[src/rtl/eta1_pkg.sv]
// Shared definitions for the ETA1 approximate adder and its error monitor.
package eta1_pkg;

  localparam int unsigned ETA1_WIDTH       = 32;
  localparam int unsigned ETA1_APPROX_BITS = 20;
  localparam int unsigned ETA1_BLOCK       = 4;

  localparam logic OP_ADD = 1'b0;
  localparam logic OP_SUB = 1'b1;

  typedef enum logic [1:0] {
    StIdle,
    StRun,
    StDrain,
    StDone
  } eta1_state_e;

endpackage

[src/rtl/eta1_err_calc.sv]
// Three-register pipeline: exact result, signed difference, absolute error distance.
module eta1_err_calc
  import eta1_pkg::*;
#(
  parameter int unsigned WIDTH = ETA1_WIDTH
) (
  input  logic             clk,
  input  logic             rst_n,
  input  logic             in_valid,
  input  logic [WIDTH-1:0] a,
  input  logic [WIDTH-1:0] b,
  input  logic             op,
  input  logic [WIDTH-1:0] approx_sum,
  output logic             out_valid,
  output logic [WIDTH:0]   ed
);

  logic [WIDTH-1:0] exact_d, exact_q, approx_q;
  logic [WIDTH:0]   diff_q, ed_q;
  logic             v1_q, v2_q, v3_q;

  // Borrow-out of the subtract path is dropped, mirroring the adder's wrap.
  assign exact_d = (op == OP_SUB) ? (a + ~b + WIDTH'(1)) : (a + b);

  always_ff @(posedge clk or negedge rst_n) begin
    if (!rst_n) begin
      exact_q  <= '0;
      approx_q <= '0;
      diff_q   <= '0;
      ed_q     <= '0;
      v1_q     <= 1'b0;
      v2_q     <= 1'b0;
      v3_q     <= 1'b0;
    end else begin
      v1_q     <= in_valid;
      exact_q  <= exact_d;
      approx_q <= approx_sum;
      v2_q     <= v1_q;
      diff_q   <= {1'b0, exact_q} - {1'b0, approx_q};
      v3_q     <= v2_q;
      ed_q     <= diff_q[WIDTH] ? (-diff_q) : diff_q;
    end
  end

  assign out_valid = v3_q;
  assign ed        = ed_q;

endmodule

[src/rtl/eta1_error_monitor.sv]
// Run-based error statistics for the ETA1 adder: count, max distance, saturating sum.
module eta1_error_monitor
  import eta1_pkg::*;
#(
  parameter int unsigned WIDTH = ETA1_WIDTH,
  parameter int unsigned NSAMP = 1024,
  parameter int unsigned CNT_W = 16,
  parameter int unsigned ACC_W = 48
) (
  input  logic             clk,
  input  logic             rst_n,
  input  logic             start,
  input  logic             in_valid,
  output logic             in_ready,
  input  logic [WIDTH-1:0] a,
  input  logic [WIDTH-1:0] b,
  input  logic             op,
  input  logic [WIDTH-1:0] approx_sum,
  output logic             busy,
  output logic             done,
  output logic [CNT_W-1:0] sample_cnt,
  output logic [CNT_W-1:0] err_cnt,
  output logic [WIDTH:0]   max_err,
  output logic [ACC_W-1:0] sum_abs_err
);

  localparam logic [CNT_W-1:0] NSampCnt = CNT_W'(NSAMP);
  localparam logic [CNT_W-1:0] LastCnt  = CNT_W'(NSAMP - 1);

  eta1_state_e      state_q, state_d;
  logic [1:0]       drain_q, drain_d;
  logic [CNT_W-1:0] sample_cnt_q, sample_cnt_d, err_cnt_q, err_cnt_d;
  logic [WIDTH:0]   max_err_q, max_err_d;
  logic [ACC_W-1:0] sum_q, sum_d;
  logic [ACC_W:0]   sum_ext;
  logic [WIDTH:0]   ed;
  logic             ed_valid, accept, clear;

  eta1_err_calc #(
    .WIDTH(WIDTH)
  ) u_err_calc (
    .clk       (clk),
    .rst_n     (rst_n),
    .in_valid  (accept),
    .a         (a),
    .b         (b),
    .op        (op),
    .approx_sum(approx_sum),
    .out_valid (ed_valid),
    .ed        (ed)
  );

  assign in_ready = (state_q == StRun) && (sample_cnt_q < NSampCnt);
  assign accept   = in_valid && in_ready;
  assign clear    = start && ((state_q == StIdle) || (state_q == StDone));
  assign sum_ext  = {1'b0, sum_q} + (ACC_W + 1)'(ed);

  always_comb begin
    state_d = state_q;
    drain_d = drain_q;
    unique case (state_q)
      StIdle, StDone: if (start) state_d = StRun;
      StRun: begin
        if (accept && (sample_cnt_q == LastCnt)) begin
          state_d = StDrain;
          drain_d = 2'd0;
        end
      end
      StDrain: begin
        // Three cycles here cover the pipeline depth, so stats are final on entry to DONE.
        if (drain_q == 2'd2) state_d = StDone;
        else                 drain_d = drain_q + 2'd1;
      end
      default: state_d = StIdle;
    endcase
  end

  always_comb begin
    sample_cnt_d = sample_cnt_q;
    err_cnt_d    = err_cnt_q;
    max_err_d    = max_err_q;
    sum_d        = sum_q;
    if (clear) begin
      sample_cnt_d = '0;
      err_cnt_d    = '0;
      max_err_d    = '0;
      sum_d        = '0;
    end else begin
      if (accept) sample_cnt_d = sample_cnt_q + CNT_W'(1);
      if (ed_valid) begin
        err_cnt_d = err_cnt_q + CNT_W'(ed != '0);
        if (ed > max_err_q) max_err_d = ed;
        sum_d = sum_ext[ACC_W] ? '1 : sum_ext[ACC_W-1:0];
      end
    end
  end

  always_ff @(posedge clk or negedge rst_n) begin
    if (!rst_n) begin
      state_q      <= StIdle;
      drain_q      <= 2'd0;
      sample_cnt_q <= '0;
      err_cnt_q    <= '0;
      max_err_q    <= '0;
      sum_q        <= '0;
    end else begin
      state_q      <= state_d;
      drain_q      <= drain_d;
      sample_cnt_q <= sample_cnt_d;
      err_cnt_q    <= err_cnt_d;
      max_err_q    <= max_err_d;
      sum_q        <= sum_d;
    end
  end

  assign busy        = (state_q == StRun) || (state_q == StDrain);
  assign done        = (state_q == StDone);
  assign sample_cnt  = sample_cnt_q;
  assign err_cnt     = err_cnt_q;
  assign max_err     = max_err_q;
  assign sum_abs_err = sum_q;

endmodule

[config.mk]
export PLATFORM = sky130hd
export DESIGN_NAME = eta1_error_monitor
export DESIGN_NICKNAME = d
export VERILOG_FILES = /design/src/rtl/eta1_pkg.sv /design/src/rtl/eta1_err_calc.sv /design/src/rtl/eta1_error_monitor.sv
export SDC_FILE = /design/constraint.sdc
export NUM_CORES = 1
export LEC_CHECK = 0
export CAP_MARGIN = 20
export CORE_MARGIN = 2
export CORE_UTILIZATION = 57
export CTS_CLUSTER_DIAMETER = 200
export DETAILED_ROUTE_END_ITERATION = 12
export PLACE_DENSITY_LB_ADDON = 0.12
export SYNTH_ARGS = -nofsm -noshare
export SYNTH_HDL_FRONTEND = slang
export SYNTH_SLANG_ARGS = --single-unit
[constraint.sdc]
create_clock -name clk -period 3.27 [get_ports clk]
set_input_delay 0.654 -clock clk [delete_from_list [all_inputs] [get_ports clk]]
set_output_delay 0.654 -clock clk [all_outputs]
set_load 0.02 [all_outputs]
### Word level (Yosys, flattened, before mapping)

Index checks and enable logic that the tools add are counted.

* output and inout port bits: 116
* input port bits: 101
* register bits after elaboration: 250
* word-level logic and storage cells: 69

* multiplexer cells: 19
* add/subtract/negate cells: 9
* equal/unequal tests: 9
* bitwise gates (word level): 1
* reduce and logical (&&, ||, !) cells: 16
* magnitude comparators: 2

Operator list (count)
* $mux W48: 3
* $mux W33: 4
* $add A32 B32 Y32: 2
* $mux W16: 4
* $add A48 B33 Y49: 1
* $gt A33 B33 Y1: 1
* $neg A33 Y33: 1
* $reduce_bool A33 Y1: 1
* $sub A32 B32 Y33: 1
* $add A32 B1 Y32 const B: 1
* $mux W32: 1
* $not A32 Y32: 1
* $add A16 B1 Y16: 1
* $add A16 B1 Y16 const B: 1
* $eq A16 B10 Y1 const B: 1
* $lt A16 B11 Y1 const B: 1
* $mux W2: 5
* $reduce_bool A2 Y1: 4
* $eq A2 B2 Y1 const B: 3
* $ne A2 B2 Y1 const B: 3
* $pmux W2 S3: 1
* $reduce_and A3 Y1: 2
* $logic_and A1 B1 Y1: 4
* $pmux W2 S2: 1
* 7 further kinds: 8

### Longest topological paths before layout

Gate-level depths: netlist of the first run.

* word-level depth: 6
* gate-level depth with buffers: 14

### Modules after synthesis

Synthesis of the first run repeated with hierarchy kept, for this count alone.

* cell total of the unflattened synthesis: 1979
* area, all modules: 17535.6 um^2

Modules (own cells, without submodules)
* eta1_err_calc: area an instance 9587.9 um^2, times used 1, cells an instance 1099
* eta1_error_monitor: area an instance 7947.6 um^2, times used 1, cells an instance 880

### Worst setup path before layout of the first run

Ideal clock, no wire load.

* path kind: register to register
* start: register sum_q[0] (netlist: sum_abs_err[0])
* end: register sum_q[33] (netlist: sum_abs_err[33])
* data required time: 3144 ps
* path buffers: 1
* data arrival time: 2906 ps
* stages on the path, launching flop included: 12
* path slack: 238 ps
* library setup time: 126 ps
* path through: dfrtp_1 -> ha_1 -> fa_1 -> a21o_1 -> a2111o_1 -> a21oi_2 -> a211oi_1 -> o21ai_1 -> a21oi_2 -> and2_1 -> buf_2 -> o311a_1

* word-level cells in the longest chain between the ends: 4

RTL lines
* start: declaration: line eta1_error_monitor.sv:34 `logic [ACC_W-1:0] sum_q, sum_d;`
* start signal: assignment: line eta1_error_monitor.sv:112 `sum_q <= sum_d;`
* $add A48 B33 Y49: line eta1_error_monitor.sv:56 `assign sum_ext = {1'b0, sum_q} + (ACC_W + 1)'(ed);`
* $mux W48: line eta1_error_monitor.sv:93 `sum_d = sum_ext[ACC_W] ? '1 : sum_ext[ACC_W-1:0];`
* $mux W48: line eta1_error_monitor.sv:90 `if (ed_valid) begin`
* $mux W48: line eta1_error_monitor.sv:83 `if (clear) begin`

Every way passes these cells. The select of a mux whose other input is x is not followed.
A chain may end at the register's enable or synchronous reset.

### Final worst setup path of the first run

* start: register u_err_calc.ed_q[16] (netlist: u_err_calc.ed[16])
* end: register max_err_q[12] (netlist: max_err[12])

* word-level cells in the longest chain between the ends: 3

RTL lines
* start: declaration: line eta1_err_calc.sv:19 `logic [WIDTH:0] diff_q, ed_q;`
* start signal: assignment: line eta1_err_calc.sv:41 `ed_q <= diff_q[WIDTH] ? (-diff_q) : diff_q;`
* $gt A33 B33 Y1: line eta1_error_monitor.sv:92 `if (ed > max_err_q) max_err_d = ed;`
* $reduce_bool A2 Y1 (no line)
* $reduce_and A2 Y1 (no line)
* end signal: assignment: line eta1_error_monitor.sv:111 `max_err_q <= max_err_d;`
* end: declaration: line eta1_error_monitor.sv:33 `logic [WIDTH:0] max_err_q, max_err_d;`

Every way passes these cells.

==> reports/metrics.yaml, run 1 <==
grt_busiest_layer: "met2"
dr.first_iter.drc_count: 961
die_w_um: 174
cts_max_level: 1
ys_warn_count: 0
layout.nets: 2380
syn-mean-instance-area_sq_um: 9.08
gp_congestion: 0.926
drtPass1Iterations: 5
fin_crit_sh: 0.986
synthCells: 1821
vias: 14400
hp-class: "in -> async"
rrSetupSlack_ns: 0.05
grt_pass1_wl_um: 65800
ir_drop_mv: 0.452
cts_tree: "built"
met2_usage: 0.455
use_met1: 0.344
outcome: "complete, no violations"
die_h_um: 174
final-setup-viol-count: 0
synth_edf_count: 0
cts_max_path_buffers: 3
drt-total-wl_um: 39600
critPathRequiredTime_ns: 3.69
grt_pass1_vias: 14000
rows: 62
postPlaceCellArea_sq_mm: 0.0199
maxSlewViolCount: 0
core_sq_mm: 0.0286
end_kind: "flop"
track_usage: 0.257
critPathKind: "reg -> reg"
numPortBuffers: 216
arrival_ns: 3.64
hold-worst-slack_ns: 0.104
p_per_area_mw_per_mm2: 791
synthArstFlopShare: 1.00
synth_top_area_share: 0.378
synth_area_sq_mm: 0.0165
timing.fmax_mhz: 310
layout-drive-gt1-share: 0.106
p_leak_nw: 9.65
postRouteAntennaNets: 0
synth_fp_nets: 2094
yosysSeqAreaShare: 0.378
crit_path_max_fanout: 50
clk_pin_slew_ns: 0.06
yosys.area.top_type: "dfrtp_1"
netlist_top_cells_area: "dfrtp_1 (38%), ha_1 (13%), xnor2_1 (4.9%)"
antenna_found_initial: 0
design_area_sq_mm: 0.0211
fin_crit_ns: 3.22
dp_hpwl_um: 30800
tightest_slew_ns: 0.899
insertion_delay_ns: 0.53
dieArea_sq_mm: 0.0304
cts.sinks: 250
finalHoldViolCount: 0
grt_max_degree: 78
met3_usage: 0.0199
synth.distinct_cells: 79
relSlewSlack: 0.401
cts_hold_buf: 0
crit_path_start_kind: "flop"
numCtsBuffers: 26
clockRootBuffer: "clkbuf_16"
synth_flop_cell: "dfrtp_1"
num_antenna_cells: 0
synth_seq_cells: 250
start_util: 0.578
drv_cap: 0
finClkSkew_ns: 0.0288
areaGrowthSynthToFinish_pct: 27.3
drc: 0
avgViaCountPerCell: 5.75
wl_per_cell_um: 15.8
io_pins: 217
gr-total-overflow: 0
sequential cells by signal, summed over array words and instances, names as in the netlist, 16 cells and up:
| signal | cells |
|---|---|
| sum_abs_err | 48 |
| u_err_calc.ed | 33 |
| u_err_calc.approx_q | 32 |
| err_cnt | 16 |
| sample_cnt | 16 |
| max_err | 33 |
| u_err_calc.exact_q | 32 |
| u_err_calc.diff_q | 33 |
layout by cell type, fill, tap and decap left out, types with 24 or more instances in the layout:
cell type,n
a21o_1,63
inv_1,147
clkdlybuf4s50_1,215
xnor2_1,93
ha_1,167
o31ai_1,51
clkbuf_16,27
nor3_1,32
o21ai_0,113
nor2b_1,24
nand3_1,72
nand2_1,84
dfrtp_1,249
buf_4,116
xor2_1,42
nor2_1,136
a21oi_1,145
a31oi_1,26
worst max-delay path, stage by stage (launching register included):
cell,delay (ns)
dfrtp_1,0.47
ha_1,0.34
nand4_1,0.16
nor3_1,0.42
o31ai_1,0.20
a2111oi_0,0.60
o31ai_1,0.21
a31oi_4,0.24
buf_12,0.25
nand3_1,0.13
o31ai_1,0.09
through the flow:
| stage | setup WS (ns) | power [mW] | instances | setup TNS, ns | utilization |
|---|---|---|---|---|---|
| final | 0.0462 | 16.7 | 2511 | 0 | 0.736 |
| after global routing | -0.00859 | 17.8 | 2511 | -0.00859 | 0.736 |
| after CTS | 0.00450 | 16.6 | 2510 | 0 | 0.732 |
| after detailed placement | -0.632 | 13.0 | 2462 | -6.89 | 0.695 |
| after global placement | -0.480 | 12.8 | 2462 | -5.18 | 0.695 |
| after floorplan | 0.238 | 10.4 | 1821 | 0 | - |
synthesized netlist by cell type, types with 17 or more instances:
| master | n |
|---|---|
| xnor2_1 | 93 |
| nand2b_1 | 20 |
| nand3_1 | 72 |
| ha_1 | 168 |
| nor2_1 | 136 |
| dfrtp_1 | 250 |
| clkbuf_1 | 64 |
| and3_1 | 23 |
| o21ai_0 | 116 |
| xor2_1 | 42 |
| a21oi_1 | 148 |
| o31ai_1 | 53 |
| nand2_1 | 85 |
| nand4_1 | 22 |
| inv_1 | 147 |
| and2_1 | 17 |
| a21o_1 | 63 |
| nor2b_1 | 24 |
| nor3_1 | 33 |
| a31oi_1 | 28 |
logic make-up (layout without fill, tap and decap cells):
logic type | Yosys count | in the layout | share of synthesized area
and+or+nand+nor | 481 | 481 | 0.144
muxes | 9 | 9 | 0.00545
xor gates and xnor gates | 135 | 135 | 0.0715
adders and majority gates | 172 | 172 | 0.132
buffers and inverters | 229 | 535 | 0.0529
DFF | 250 | 250 | 0.378
AOI/OAI and AO/OA | 545 | 545 | 0.216
per-layer routing:
layer | vias to the layer above | share of wire
met4 | 0 | 0.019
met1 | 6866 | 0.44
met5 | - | 0
li1 | 7067 | -
met2 | 448 | 0.49
met3 | 59 | 0.052
repair_timing:
item / in CTS / in global routing
endpoints found under the setup margin: 2 / 40
buffers inserted: 0 / 1
resized for setup: 2 / 23
pin swaps: 1 / 8
power by group:
part	switching (mW)	internal, mW	total [mW]
registers	0.930	3.98	4.90
clock network	1.23	2.26	3.50
logic	4.48	3.77	8.25
final timing paths:
kind	start	cells past startpoint	end
worst max-delay path	u_err_calc.ed[16]	10	max_err[12]
worst min-delay path	rst_n	1	max_err[15]
worst max register to register	u_err_calc.ed[16]	10	max_err[12]
worst min register to register	u_err_calc.v2_q	0	u_err_calc.out_valid
max in group asynchronous	rst_n	2	u_err_calc.ed[6]
min in group clk	u_err_calc.v2_q	0	u_err_calc.out_valid
final cells by class:
class	count	area, sq um
multi-input combinational	1342	9530
clock inverter	19	359
sequential	250	6260
tap	384	480
timing repair buffer	339	3180
inverter	148	556
fill	2114	7570
clock buffer	29	693
Note: power is estimated with default switching activity, not from simulation.
==> inputs of run 2 (changes only) <==
--- a/config.mk
+++ b/config.mk
@@ -6,6 +6,7 @@
 export NUM_CORES = 1
 export LEC_CHECK = 0
 export CAP_MARGIN = 20
+export CORE_ASPECT_RATIO = 1.25
 export CORE_MARGIN = 2
 export CORE_UTILIZATION = 57
 export CTS_CLUSTER_DIAMETER = 200
==> reports/metrics.yaml, run 2 (same netlist as run 1, synthesis figures left out) <==
finClkSkew_ns: 0.0205  # -0.00833 ns
dieArea_sq_mm: 0.0304  # about the same
num_antenna_cells: 0  # unchanged
layout_common_cells: "dfrtp_1 (249), clkdlybuf4s50_1 (214), ha_1 (168)"
drt-total-wl_um: 40700  # +2.8%
timing.fmax_mhz: 313  # +0.99%
crit_path_start_kind: "input port"
drc: 0  # unchanged
fillers: 2160  # +2.2%
vias: 14500  # +0.28%
clk_pin_slew_ns: 0.06  # about the same
outcome: "complete, no violations"
rows: 69  # +11%
arrival_ns: 3.60  # -0.04 ns
finalHoldViolCount: 0  # unchanged
antenna_found_initial: 0  # unchanged
postRouteAntennaNets: 0  # unchanged
fin_crit_ns: 3.19  # -0.0315 ns
place_ws_ns: -0.722  # -0.0906 ns
cts_max_path_buffers: 3  # unchanged
areaGrowthSynthToFinish_pct: 26.1
grt_max_degree: 96  # +23%
postPlaceCellArea_sq_mm: 0.0199  # +0.14%
critPathRequiredTime_ns: 3.68  # about the same
numCtsBuffers: 24  # -7.7%
hp-class: "in -> async"
p_per_area_mw_per_mm2: 775  # -2.0%
fin_crit_sh: 0.976  # -0.00964
ir_drop_mv: 0.494  # +9.3%
dp_hpwl_um: 31900  # +3.6%
relSlewSlack: 0.364  # -0.0365
clockRootBuffer: "clkbuf_16"
drtPass1Iterations: 5  # unchanged
avgViaCountPerCell: 5.82  # +1.2%
die_w_um: 156  # -10%
finalPower_mw: 16.2  # -2.9%
fin_util: 0.732  # -0.00332
critPathKind: "in -> reg"
largest_register_ffs: 48  # unchanged
cts_tree: "built"
die_h_um: 194  # +12%
layout.nets: 2390  # +0.42%
grt_pass1_wl_um: 67800  # +3.0%
drv_cap: 0  # unchanged
final-setup-viol-count: 0  # unchanged
cts.sinks: 250  # unchanged
start_util: 0.581  # +0.00274
track_usage: 0.267  # +0.0105
insertion_delay_ns: 0.53  # about the same
p_leak_nw: 9.63  # -0.18%
core_sq_mm: 0.0285  # -0.47%
grt_pass1_vias: 14500  # +3.8%
io_pins: 217  # unchanged
rrSetupSlack_ns: 0.15  # +0.10 ns
numPortBuffers: 216  # unchanged
cts_max_level: 1  # unchanged
worst_slack_ns: 0.0777  # +0.0315 ns
gp_congestion: 0.928  # +0.18%
tightest_slew_ns: 0.954  # +0.0548 ns
crit_path_max_fanout: 4  # -92%
dr.first_iter.drc_count: 803  # -16%
wl_per_cell_um: 16.4  # +3.7%
final_common_cell: "dfrtp_1"
layout-drive-gt1-share: 0.107  # +0.00106
maxSlewViolCount: 0  # unchanged
cts_hold_buf: 0  # unchanged
design_area_sq_mm: 0.0209  # -0.92%
end_kind: "flop"
gr-total-overflow: 0  # unchanged
[run 2: changes by cell type in the layout (fill, tap and decap cells not counted), sizes merged]
cell	change
buf	+12
bufinv	-6
clkbuf	+4
clkdlybuf4s50	-1
clkinv	+5
clkinvlp	-4
dlymetal6s2s	+1
inv	-4
[run 2: repair_timing]
action,4_1_cts,5_1_grt
gates resized for setup,2,23
endpoints found under the setup margin,2,27
pin swaps,2,6
gates cloned,0,0
buffers inserted,0,1
[run 2: routing by layer]
layer | GRT usage | up-vias | share of wire
met4 | 0.0849 | 0 | 0.029
met5 | 0 | - | 0
met3 | 0.0272 | 82 | 0.042
li1 | - | 7065 | -
met2 | 0.482 | 393 | 0.51
met1 | 0.334 | 6940 | 0.42
[run 2: final cells by class]
| cell class | count | area, sq um | share of cell area |
|---|---|---|---|
| sequential | 250 | 6260 | 0.300 |
| clock inverter | 10 | 135 | 0.00648 |
| clock buffer | 33 | 706 | 0.0338 |
| timing repair buffer | 351 | 3250 | 0.156 |
| multi-input combinational | 1342 | 9520 | 0.456 |
| tap | 355 | 444 | 0.0213 |
| inverter | 148 | 556 | 0.0266 |
[run 2: final timing paths]
path	cells after the start	start	endpoint
worst max-delay path	14	b[13]	u_err_calc.exact_q[30]
worst min-delay path	1	rst_n	sum_abs_err[5]
worst max register to register	14	sum_abs_err[0]	sum_abs_err[33]
worst min register to register	0	u_err_calc.v1_q	u_err_calc.v2_q
max in group asynchronous	2	rst_n	u_err_calc.approx_q[7]
min in group clk	0	u_err_calc.v1_q	u_err_calc.v2_q
[run 2: power by group]
part	total, mW	internal [mW]	switching (mW)
clock	2.91	1.75	1.16
combinational	8.37	3.87	4.50
sequential	4.90	3.98	0.922
[run 2: per-stage QoR]
step	hold WS, ns	TNS [ns]	cells
floorplan	0.331	0	1821
global placement	0.335	-5.15	2445
detailed placement	0.337	-6.87	2445
CTS	0.0681	0	2488
global route	0.0811	-0.134	2489
finish	0.0592	0	2489
[run 2: worst max-delay path, cell delays in order]
cell,delay (ns)
clkdlybuf4s50_1,0.49
inv_1,0.05
ha_1,0.32
inv_1,0.09
o31ai_2,0.35
a211oi_1,0.16
o41ai_1,0.45
a31oi_2,0.10
buf_4,0.16
a211oi_1,0.30
nor2_1,0.11
a21oi_1,0.20
a211oi_2,0.06
xnor2_1,0.12
==> inputs of run 3 (changes only) <==
--- a/config.mk
+++ b/config.mk
@@ -12,6 +12,7 @@
 export CTS_CLUSTER_DIAMETER = 200
 export DETAILED_ROUTE_END_ITERATION = 12
 export PLACE_DENSITY_LB_ADDON = 0.12
+export SLEW_MARGIN = 20
 export SYNTH_ARGS = -nofsm -noshare
 export SYNTH_HDL_FRONTEND = slang
 export SYNTH_SLANG_ARGS = --single-unit
==> results of run 3 <==
Final layout, timing and power as in run 2 (identical DEF).
